File: src/rtl/sram_arbiter.sv
// Two-port round-robin arbiter in front of a single-port SRAM.
// Ports: clk/rst_n, req/we/addr/wdata per port A/B, gnt/done/rdata per port, sram_* bus, busy.
module sram_arbiter #(
  parameter int WAIT_CYC = 1
) (
  input  logic       clk,
  input  logic       rst_n,
  input  logic       req_a,
  input  logic       req_b,
  input  logic       we_a,
  input  logic       we_b,
  input  logic [7:0] addr_a,
  input  logic [7:0] addr_b,
  input  logic [7:0] wdata_a,
  input  logic [7:0] wdata_b,
  output logic       gnt_a,
  output logic       gnt_b,
  output logic       done_a,
  output logic       done_b,
  output logic [7:0] rdata_a,
  output logic [7:0] rdata_b,
  output logic       sram_cs,
  output logic       sram_wr,
  output logic       sram_rd,
  output logic [7:0] sram_addr,
  output logic [7:0] sram_din,
  input  logic [7:0] sram_dout,
  output logic       busy
);

  typedef enum logic [1:0] {
    IDLE,
    SETUP,
    STROBE,
    DONE
  } state_t;

  localparam logic [3:0] LAST = 4'(WAIT_CYC - 1);

  state_t     state;
  state_t     nxt;
  logic [3:0] cnt;
  logic       prio_b;
  logic       win_b;
  logic       we_q;
  logic [7:0] addr_q;
  logic [7:0] wdata_q;
  logic       pick_b;

  logic       o_gnt_a;
  logic       o_gnt_b;
  logic       o_done_a;
  logic       o_done_b;
  logic       o_cs;
  logic       o_wr;
  logic       o_rd;

  // B wins alone, or when both ask and A was served last.
  assign pick_b = req_b & (~req_a | prio_b);

  // Pin values are the registered image of the state just left,
  // so each phase shows on the bus one cycle after it is entered.
  always_comb begin
    nxt      = state;
    o_gnt_a  = 1'b0;
    o_gnt_b  = 1'b0;
    o_done_a = 1'b0;
    o_done_b = 1'b0;
    o_cs     = 1'b0;
    o_wr     = 1'b0;
    o_rd     = 1'b0;
    unique case (state)
      IDLE: begin
        if (req_a || req_b) nxt = SETUP;
      end
      SETUP: begin
        nxt     = STROBE;
        o_gnt_a = ~win_b;
        o_gnt_b = win_b;
        o_cs    = 1'b1;
      end
      STROBE: begin
        if (cnt == 4'd0) nxt = DONE;
        o_gnt_a = ~win_b;
        o_gnt_b = win_b;
        o_cs    = 1'b1;
        o_wr    = we_q;
        o_rd    = ~we_q;
      end
      DONE: begin
        nxt      = IDLE;
        o_gnt_a  = ~win_b;
        o_gnt_b  = win_b;
        o_done_a = ~win_b;
        o_done_b = win_b;
      end
      default: nxt = IDLE;
    endcase
  end

  always_ff @(posedge clk or negedge rst_n) begin
    if (!rst_n) begin
      state     <= IDLE;
      cnt       <= 4'd0;
      prio_b    <= 1'b0;
      win_b     <= 1'b0;
      we_q      <= 1'b0;
      addr_q    <= 8'h00;
      wdata_q   <= 8'h00;
      gnt_a     <= 1'b0;
      gnt_b     <= 1'b0;
      done_a    <= 1'b0;
      done_b    <= 1'b0;
      rdata_a   <= 8'h00;
      rdata_b   <= 8'h00;
      sram_cs   <= 1'b0;
      sram_wr   <= 1'b0;
      sram_rd   <= 1'b0;
      sram_addr <= 8'h00;
      sram_din  <= 8'h00;
      busy      <= 1'b0;
    end else begin
      state   <= nxt;
      busy    <= (nxt != IDLE);
      gnt_a   <= o_gnt_a;
      gnt_b   <= o_gnt_b;
      done_a  <= o_done_a;
      done_b  <= o_done_b;
      sram_cs <= o_cs;
      sram_wr <= o_wr;
      sram_rd <= o_rd;
      if (state == IDLE && (req_a || req_b)) begin
        win_b   <= pick_b;
        prio_b  <= ~pick_b;
        we_q    <= pick_b ? we_b : we_a;
        addr_q  <= pick_b ? addr_b : addr_a;
        wdata_q <= pick_b ? wdata_b : wdata_a;
      end
      if (state == SETUP) begin
        cnt       <= LAST;
        sram_addr <= addr_q;
        sram_din  <= wdata_q;
      end else if (state == STROBE && cnt != 4'd0) begin
        cnt <= cnt - 4'd1;
      end
      // sram_dout is valid in the last strobe cycle on the pins.
      if (state == DONE && !we_q) begin
        if (win_b) rdata_b <= sram_dout;
        else       rdata_a <= sram_dout;
      end
    end
  end

endmodule

File: config.mk
export PLATFORM = sky130hd
export DESIGN_NAME = sram_arbiter
export DESIGN_NICKNAME = d
export VERILOG_FILES = /design/src/rtl/sram_arbiter.sv
export SDC_FILE = /design/constraint.sdc
export NUM_CORES = 1
export LEC_CHECK = 0
export ABC_CLOCK_PERIOD_IN_PS = 3750
export CAP_MARGIN = 30
export CORE_ASPECT_RATIO = 1.2
export CORE_MARGIN = 1
export CORE_UTILIZATION = 41
export CTS_CLUSTER_SIZE = 10
export DETAILED_ROUTE_END_ITERATION = 8
export HOLD_SLACK_MARGIN = 0.03
export PLACE_DENSITY_LB_ADDON = 0.12
export SYNTH_ARGS = -nofsm -noshare
export SYNTH_HDL_FRONTEND = slang
export SYNTH_SLANG_ARGS = --single-unit
File: constraint.sdc
create_clock -name clk -period 3.75 [get_ports clk]
set_input_delay 0.375 -clock clk [delete_from_list [all_inputs] [get_ports clk]]
set_output_delay 0.375 -clock clk [all_outputs]
set_load 0.02 [all_outputs]
After elaboration in Yosys (flattened, before gate mapping)
Index checks and enable logic that the tools add are counted.
{"block": "totals", "latchBits": 0, "in_bits": 46, "register_bits": 65, "output_inout_bits": 40, "mem_bits_ro": 0, "ramBits": 0, "n_memories": 0}
{"block": "classes", "multipliers": 0, "n_reduce_logical": 14, "eq_ne": 3, "n_bitwise": 6, "magnitude_cmp": 0, "n_mux": 15, "div": 0, "n_shift": 0, "addsub": 1}
{"cell": "$mux W8", "count": 2}
{"cell": "$mux W1", "count": 8}
{"cell": "$mux W4", "count": 2}
{"cell": "$pmux W2 S4", "count": 1}
{"cell": "$eq A2 B2 Y1 const B", "count": 2}
{"cell": "$logic_not A4 Y1", "count": 1}
{"cell": "$mux W2", "count": 2}
{"cell": "$not A1 Y1", "count": 4}
{"cell": "$reduce_and A2 Y1", "count": 2}
{"cell": "$reduce_bool A2 Y1", "count": 2}
{"cell": "$reduce_bool A4 Y1", "count": 1}
{"cell": "$sub A4 B1 Y4 const B", "count": 1}
{"cell": "$logic_and A1 B1 Y1", "count": 3}
{"cell": "$reduce_or A3 Y1", "count": 1}
{"cell": "$eq A2 B1 Y1 const B", "count": 1}
{"cell": "$logic_not A2 Y1", "count": 1}
{"cell": "$reduce_or A2 Y1", "count": 1}
{"cell": "$and A1 B1 Y1", "count": 1}
{"cell": "$logic_not A1 Y1", "count": 1}
{"cell": "$logic_or A1 B1 Y1", "count": 1}
{"cell": "$or A1 B1 Y1", "count": 1}

Depth between registers and ports, before layout
Gate-level depths: netlist of run 1.
{"block": "logic_depth", "depth_word": 4, "mapped_depth": 6, "depth_no_buf": 5}

Least setup slack after synthesis of run 1
No wires, ideal clock.
{"block": "synth_path", "path_kind": "flip-flop to flip-flop", "start": "reg sram_cs (netlist name)", "end": "reg busy", "arrival_ns": 1.547, "setup_ns": 0.064, "path_stages_with_launch": 6, "slack_ns": 2.139, "n_path_buf": 0, "path_cell_list": "dfrtp_1 > inv_1 > ha_1 > or4b_1 > a31oi_1 > or2_1"}
{"item": "to (signal assigned)", "line": "124", "rtl": "busy <= (nxt != IDLE);"}
{"item": "to (decl)", "line": "28", "rtl": "output logic busy"}

Worst setup path in the final report of run 1
{"block": "layout_path", "start": "reg state[0]", "end": "reg addr_q[0]"}
{"block": "layout_via", "elab_chain_cells": 2}
{"item": "from (decl)", "line": "40", "rtl": "state_t state;"}
{"item": "from (signal assigned)", "line": "123", "rtl": "state <= nxt;"}
{"item": "$logic_not A2 Y1", "line": "132", "rtl": "if (state == IDLE && (req_a || req_b)) begin"}
{"item": "$logic_and A1 B1 Y1", "line": "132"}
{"item": "to (signal assigned)", "line": "136", "rtl": "addr_q <= pick_b ? addr_b : addr_a;"}
{"item": "to (decl)", "line": "46", "rtl": "logic [7:0] addr_q;"}
No other way between the ends.
A chain may end at the register's enable or synchronous reset.

==> results of run 1 <==
flip-flops by register name (all words and copies together) (netlist names):
register	cells
sram_wr	1
cnt	4
prio_b	1
we_q	1
rdata_b	8
gnt_b	1
rdata_a	8
win_b	1
wdata_q	8
sram_rd	1
done_b	1
sram_cs	1
sram_din	8
done_a	1
busy	1
sram_addr	8
gnt_a	1
addr_q	8
state	1
final timing paths:
check	cells after the start	endpoint
min	1	rdata_a[1]
max	5	addr_q[0]
min reg2reg	1	sram_addr[0]
max reg2reg	5	addr_q[0]
max in group asynchronous	2	sram_din[0]
min in group clk	1	sram_addr[0]
through the flow:
step	hold WS (ns)	instance area [um2]	utilization (%)
final	0.169	3780	62.0
after global routing	0.237	3780	62.0
after CTS	0.190	3780	62.0
after detailed placement	0.484	3560	58.4
after global placement	0.475	3540	58.1
after floorplan	0.0794	2610	-
routing by layer:
metal	vias up	GRT usage, %	part of all wire, %	routed length [um]
met3	9	4.28	7.1	377
li1	845	-	-	-
met5	-	0	0	0
met1	867	24.3	48	2520
met2	74	27.1	44	2320
met4	0	9.26	1.7	89
area by class of cell:
type | instances | share of cell area (%)
Clock inverter | 6 | 2.19
Tap cell | 82 | 2.72
Multi-Input combinational cell | 109 | 25.4
Timing Repair Buffer | 87 | 23.0
Sequential cell | 64 | 42.4
Clock buffer | 10 | 3.64
Inverter | 6 | 0.596
cell usage in the layout (no fill, tap or decap), types with 2 or more instances in the layout:
cell type	instances
a21oi_2	2
nand2_1	4
inv_1	6
and2_1	19
nor2_1	7
bufinv_16	2
clkbuf_8	10
clkdlybuf4s50_1	84
a221o_1	17
dfrtp_1	64
nor2b_1	4
ha_1	7
mux2_2	34
clkinv_2	3
a21o_1	2
power breakdown:
group | internal, mW | total, mW | switching [mW]
Clock | 0.389 | 0.646 | 0.257
Sequential | 1.01 | 1.17 | 0.162
Combinational | 0.791 | 1.44 | 0.650
kinds of logic (layout without fill, tap and decap cells):
family | count (synthesis) | after routing | synth area share [%]
buffers and inverters | 12 | 109 | 1.96
adders and majority gates | 7 | 7 | 3.35
DFF | 64 | 64 | 61.3
AOI/OAI and AO/OA | 27 | 27 | 9.33
and+or+nand+nor | 41 | 41 | 9.43
muxes | 34 | 34 | 14.6
worst max-delay path: stages (launching register included):
cell and delay [ns]:
dfrtp_1 0.40, inv_1 0.14, ha_1 0.22, nand2_1 0.08, a21oi_2 0.62, a221o_1 0.28
==> results.json, run 1 <==
{
  "post-dp-hpwl_mm": 3.71,
  "synth_seq_area_share_pct": 61.3,
  "start_util_pct": 42.9,
  "routed_wire_length_per_instance_um": 14.6,
  "synthesis.yosys.warnings": 0,
  "totalNegativeSetupSlack_ns": 0,
  "final_min_period_over_clock_period_pct": 48.2,
  "antenna_violations_before_repair": 0,
  "worst-r2r-setup-slack_ns": 1.94,
  "die_width_um": 74.9,
  "cts.htree.levels": 3,
  "worst_slack_ns": 1.94,
  "layout-drive-gt1-share_pct": 20.6,
  "synth_async_sr_flop_share_pct": 100,
  "fillers": 521,
  "multi_input_area_um2": 961,
  "grt_pass1_vias": 1837,
  "synth_flop_cell": "dfrtp_1",
  "fin_skew_ns": 0.00681,
  "largest_cells_by_area_after_synthesis": "dfrtp_1, mux2_2, a221o_1",
  "clock_path_buffers": 2,
  "synth.distinct_cells": 27,
  "cts_tree": "yes",
  "r2r_start": "state[0]",
  "critPathRequiredTime_ns": 4.01,
  "max_clock_freq_ghz": 0.553,
  "layoutNonFillerInstCount": 364,
  "clk-insertion-delay-late_ns": 0.33,
  "critical_path_peak_fanout": 18,
  "number_of_maximum_capacitance_violations": 0,
  "status": "finished clean",
  "io_buffers": 85,
  "postSynthCellCount": 185,
  "crit_path_start_kind": "flop",
  "post_cts_buffers": 0,
  "post_synthesis_sequential_element_count": 64,
  "hold_class": "in -> async",
  "cts_root_buf": "clkbuf_8",
  "finish.net_count": 330,
  "dr_total_vias": 1795,
  "dieHeight_um": 89.5,
  "place.gp.congestion": 0.689,
  "most_numerous_cell_in_the_yosys_netlist": "dfrtp_1",
  "total_power_mw": 3.26,
  "p_per_area_mw_per_mm2": 862,
  "synth.top_cell.area_share_pct": 61.3,
  "seq_area_mm2": 0.00160,
  "drt_drc_violations_left": 0,
  "clock-sinks": 64,
  "clk_pin_slew_worst_paths_ns": 0.07,
  "area_growth_syn_to_layout_pct": 44.5,
  "mappedNetlistNets": 238,
  "grt_max_degree": 41,
  "crit_start": "state[0]",
  "design.portCount": 86,
  "worst_ep_arrival_time_ns": 2.07,
  "post_cts_resize_count": 0,
  "drt.antenna.violating_nets": 0,
  "grt_pass1_wl_mm": 8.67,
  "slew_headroom_pct": 41.3,
  "synth_enable_flop_cells": 0,
  "unrepaired_setup_endpoints_after_global_routing": "no",
  "wirelength_mm": 5.31,
  "grtUsageTotal_pct": 18.0,
  "ir_worst_vdd_uv": 413,
  "post_cts_hold_buffer_count": 0,
  "detailed_router_iteration_count_before_antenna_repair": 4,
  "dieArea_mm2": 0.00670,
  "report.final.hold_viol_count": 0,
  "critPathKind": "reg -> reg",
  "syn_std_cell_area_mm2": 0.00261,
  "place_ws_ns": 1.73,
  "gr-total-overflow": 0,
  "power_leakage_nw": 1.64,
  "finalSetupViolCount": 0,
  "detail_route.vias_per_cell": 4.93,
  "num_rows": 31,
  "synth_top_cells_by_count": "dfrtp_1, mux2_2, and2_1",
  "layout_min_cycle_time_ns": 1.81,
  "max_slew.worst_pin.slew_ns": 0.880,
  "dp.cells": 348,
  "synth_top_area_cell": "dfrtp_1",
  "timing.critical_path.to_type": "flop",
  "slew_viol_final": 0,
  "insertedDiodeCount": 0,
  "syn_area_per_cell_um2": 14.1,
  "first_iter_violations": 87,
  "design.core.area_mm2": 0.00609,
  "tritoncts.num_buffers": 9
}
(Power assumes the default switching activity.)
==> run 2: changes to the inputs <==
ABC_CLOCK_PERIOD_IN_PS = 1600   (was 3750)
clock period = 1.6 ns   (was 3.75 ns; I/O delays follow)
==> results.json, run 2 (synthesized netlist as in run 1, its figures left out) <==
{
  "critPathRequiredTime_ns": 1.88,
  "hold_class": "in -> async",
  "dieHeight_um": 89.5,
  "layout_common_cells": "clkdlybuf4s50_1, dfrtp_1, mux2_2, and2_1, a221o_1",
  "grt_pass1_vias": 1841,
  "finish.net_count": 346,
  "ir_worst_vdd_uv": 1360,
  "seq_area_mm2": 0.00160,
  "insertedDiodeCount": 0,
  "drt.antenna.violating_nets": 0,
  "tritoncts.num_buffers": 9,
  "num_rows": 31,
  "clk-insertion-delay-late_ns": 0.34,
  "max_clock_freq_ghz": 0.649,
  "critical_path_peak_fanout": 2,
  "multi_input_area_mm2": 0.00103,
  "finalInstanceArea_mm2": 0.00405,
  "worst_slack_ns": 0.0602,
  "detail_route.vias_per_cell": 4.82,
  "area_growth_syn_to_layout_pct": 55.0,
  "start_util_pct": 42.9,
  "fillers": 472,
  "power_leakage_nw": 1.75,
  "cts.htree.levels": 3,
  "dp.cells": 360,
  "timing.critical_path.to_type": "flop",
  "finalSetupViolCount": 0,
  "placed_cell_area_mm2": 0.00370,
  "dieArea_mm2": 0.00670,
  "final_min_period_over_clock_period_pct": 96.2,
  "timing.critical_path.max_delay_family": "simple AND/OR/NAND/NOR gates",
  "slew_viol_final": 0,
  "cp.buffers_inverters": 2,
  "slew_headroom_pct": 71.3,
  "place.gp.congestion": 0.730,
  "layout_commonest_cell": "clkdlybuf4s50_1",
  "cpPeakStageDelay_ns": 0.49,
  "drt_drc_violations_left": 0,
  "number_of_maximum_capacitance_violations": 0,
  "first_iter_violations": 81,
  "gr-total-overflow": 0,
  "cts_tree": "yes",
  "grtUsageTotal_pct": 18.3,
  "wirelength_mm": 5.43,
  "clock_path_buffers": 2,
  "post-dp-hpwl_mm": 3.70,
  "totalNegativeSetupSlack_ns": 0,
  "max_slew.worst_pin.slew_ns": 0.430,
  "grt_max_degree": 65,
  "place_ws_ns": -0.185,
  "layoutNonFillerInstCount": 380,
  "critical_path.slowest_cell": "or4b_4",
  "grt_pass1_wl_mm": 8.89,
  "fin_skew_ns": 0.00847,
  "crit_path_start_kind": "flop",
  "clock-sinks": 64,
  "antenna_violations_before_repair": 0,
  "cts_root_buf": "clkbuf_8",
  "p_per_area_mw_per_mm2": 2020,
  "status": "finished clean",
  "layout-drive-gt1-share_pct": 27.5,
  "routed_wire_length_per_instance_um": 14.3,
  "layout_min_cycle_time_ns": 1.54,
  "design.portCount": 86,
  "die_width_um": 74.9,
  "crit_path_cell_trace": "inv_2 -> buf_4 -> ha_4 -> or4b_4 -> a31oi_4 -> or2_1",
  "critPathKind": "reg -> reg",
  "dr_total_vias": 1831,
  "clk_pin_slew_worst_paths_ns": 0.07,
  "worst_ep_arrival_time_ns": 1.82,
  "detailed_router_iteration_count_before_antenna_repair": 4,
  "design.core.area_mm2": 0.00609,
  "io_buffers": 85,
  "report.final.hold_viol_count": 0
}
## run 2: cell types whose count changed in the layout (fill, tap and decap cells not counted), sizes merged
cell | previous run | this run
dlygate4sd3 | 0 | 1
clkbuf | 10 | 9
inv | 6 | 8
clkinv | 3 | 2
dlymetal6s2s | 0 | 1
buf | 3 | 18
clkdlybuf4s50 | 84 | 83
## run 2: per-stage QoR
step                hold slack, ns  power [mW]  utilization (%)
detailed placement           0.192        6.46             60.8
global placement             0.198        6.38             60.8
CTS                          0.373        8.12             65.2
floorplan                   -0.136        4.73                -
finish                       0.360        8.17             66.5
global route                 0.391        8.71             66.5
## run 2: routing by layer
layer | track usage (%) | vias to the layer above | wire length, um
li1 | - | 884 | -
met1 | 23.0 | 867 | 2330
met2 | 29.1 | 74 | 2630
met3 | 5.64 | 6 | 419
met4 | 8.23 | 0 | 49
met5 | 0 | - | 0
## run 2: tightest hold or removal path, cell delays in order
cell and delay [ns]:
dlygate4sd3_1 0.52, buf_2 0.12, buf_12 0.29
## run 2: layout make-up
| type | count | share of cell area (%) |
|---|---|---|
| Sequential cell | 64 | 39.6 |
| Clock inverter | 7 | 2.53 |
| Tap cell | 82 | 2.53 |
| Inverter | 6 | 0.556 |
| Multi-Input combinational cell | 109 | 25.5 |
| Timing Repair Buffer | 103 | 26.3 |
| Clock buffer | 9 | 3.06 |
## run 2: final timing paths
path / cells past startpoint / start / end / slack, ns
setup / recovery: 6 / sram_cs / busy / 0.06
hold / removal: 3 / rst_n / gnt_b / 0.36
setup reg to reg: 6 / sram_cs / busy / 0.06
hold reg to reg: 1 / addr_q[3] / sram_addr[3] / 0.49
max in group asynchronous: 3 / rst_n / sram_cs / 0.96
min in group clk: 2 / addr_a[2] / addr_q[2] / 0.43
## run 2: where the power goes
part           switching [mW]  total [mW]  internal [mW]
Combinational            1.68        3.87           2.19
Sequential              0.385        2.74           2.36
Clock                   0.662        1.55          0.892
Total                    2.73        8.17           5.44
## run 2: timing repair
item,4_1_cts,5_1_grt
setup endpoints to repair,19,38
hold buffers,1,0
resized for setup,5,11
pin swaps,3,3
buffers inserted,1,2
endpoints found under the hold margin,64,0
==> run 3: changes to the inputs <==
CTS_CLUSTER_SIZE = unset   (was 10)
==> results of run 3 <==
Same layout as run 2: the final DEF is identical, and so are final timing and power.
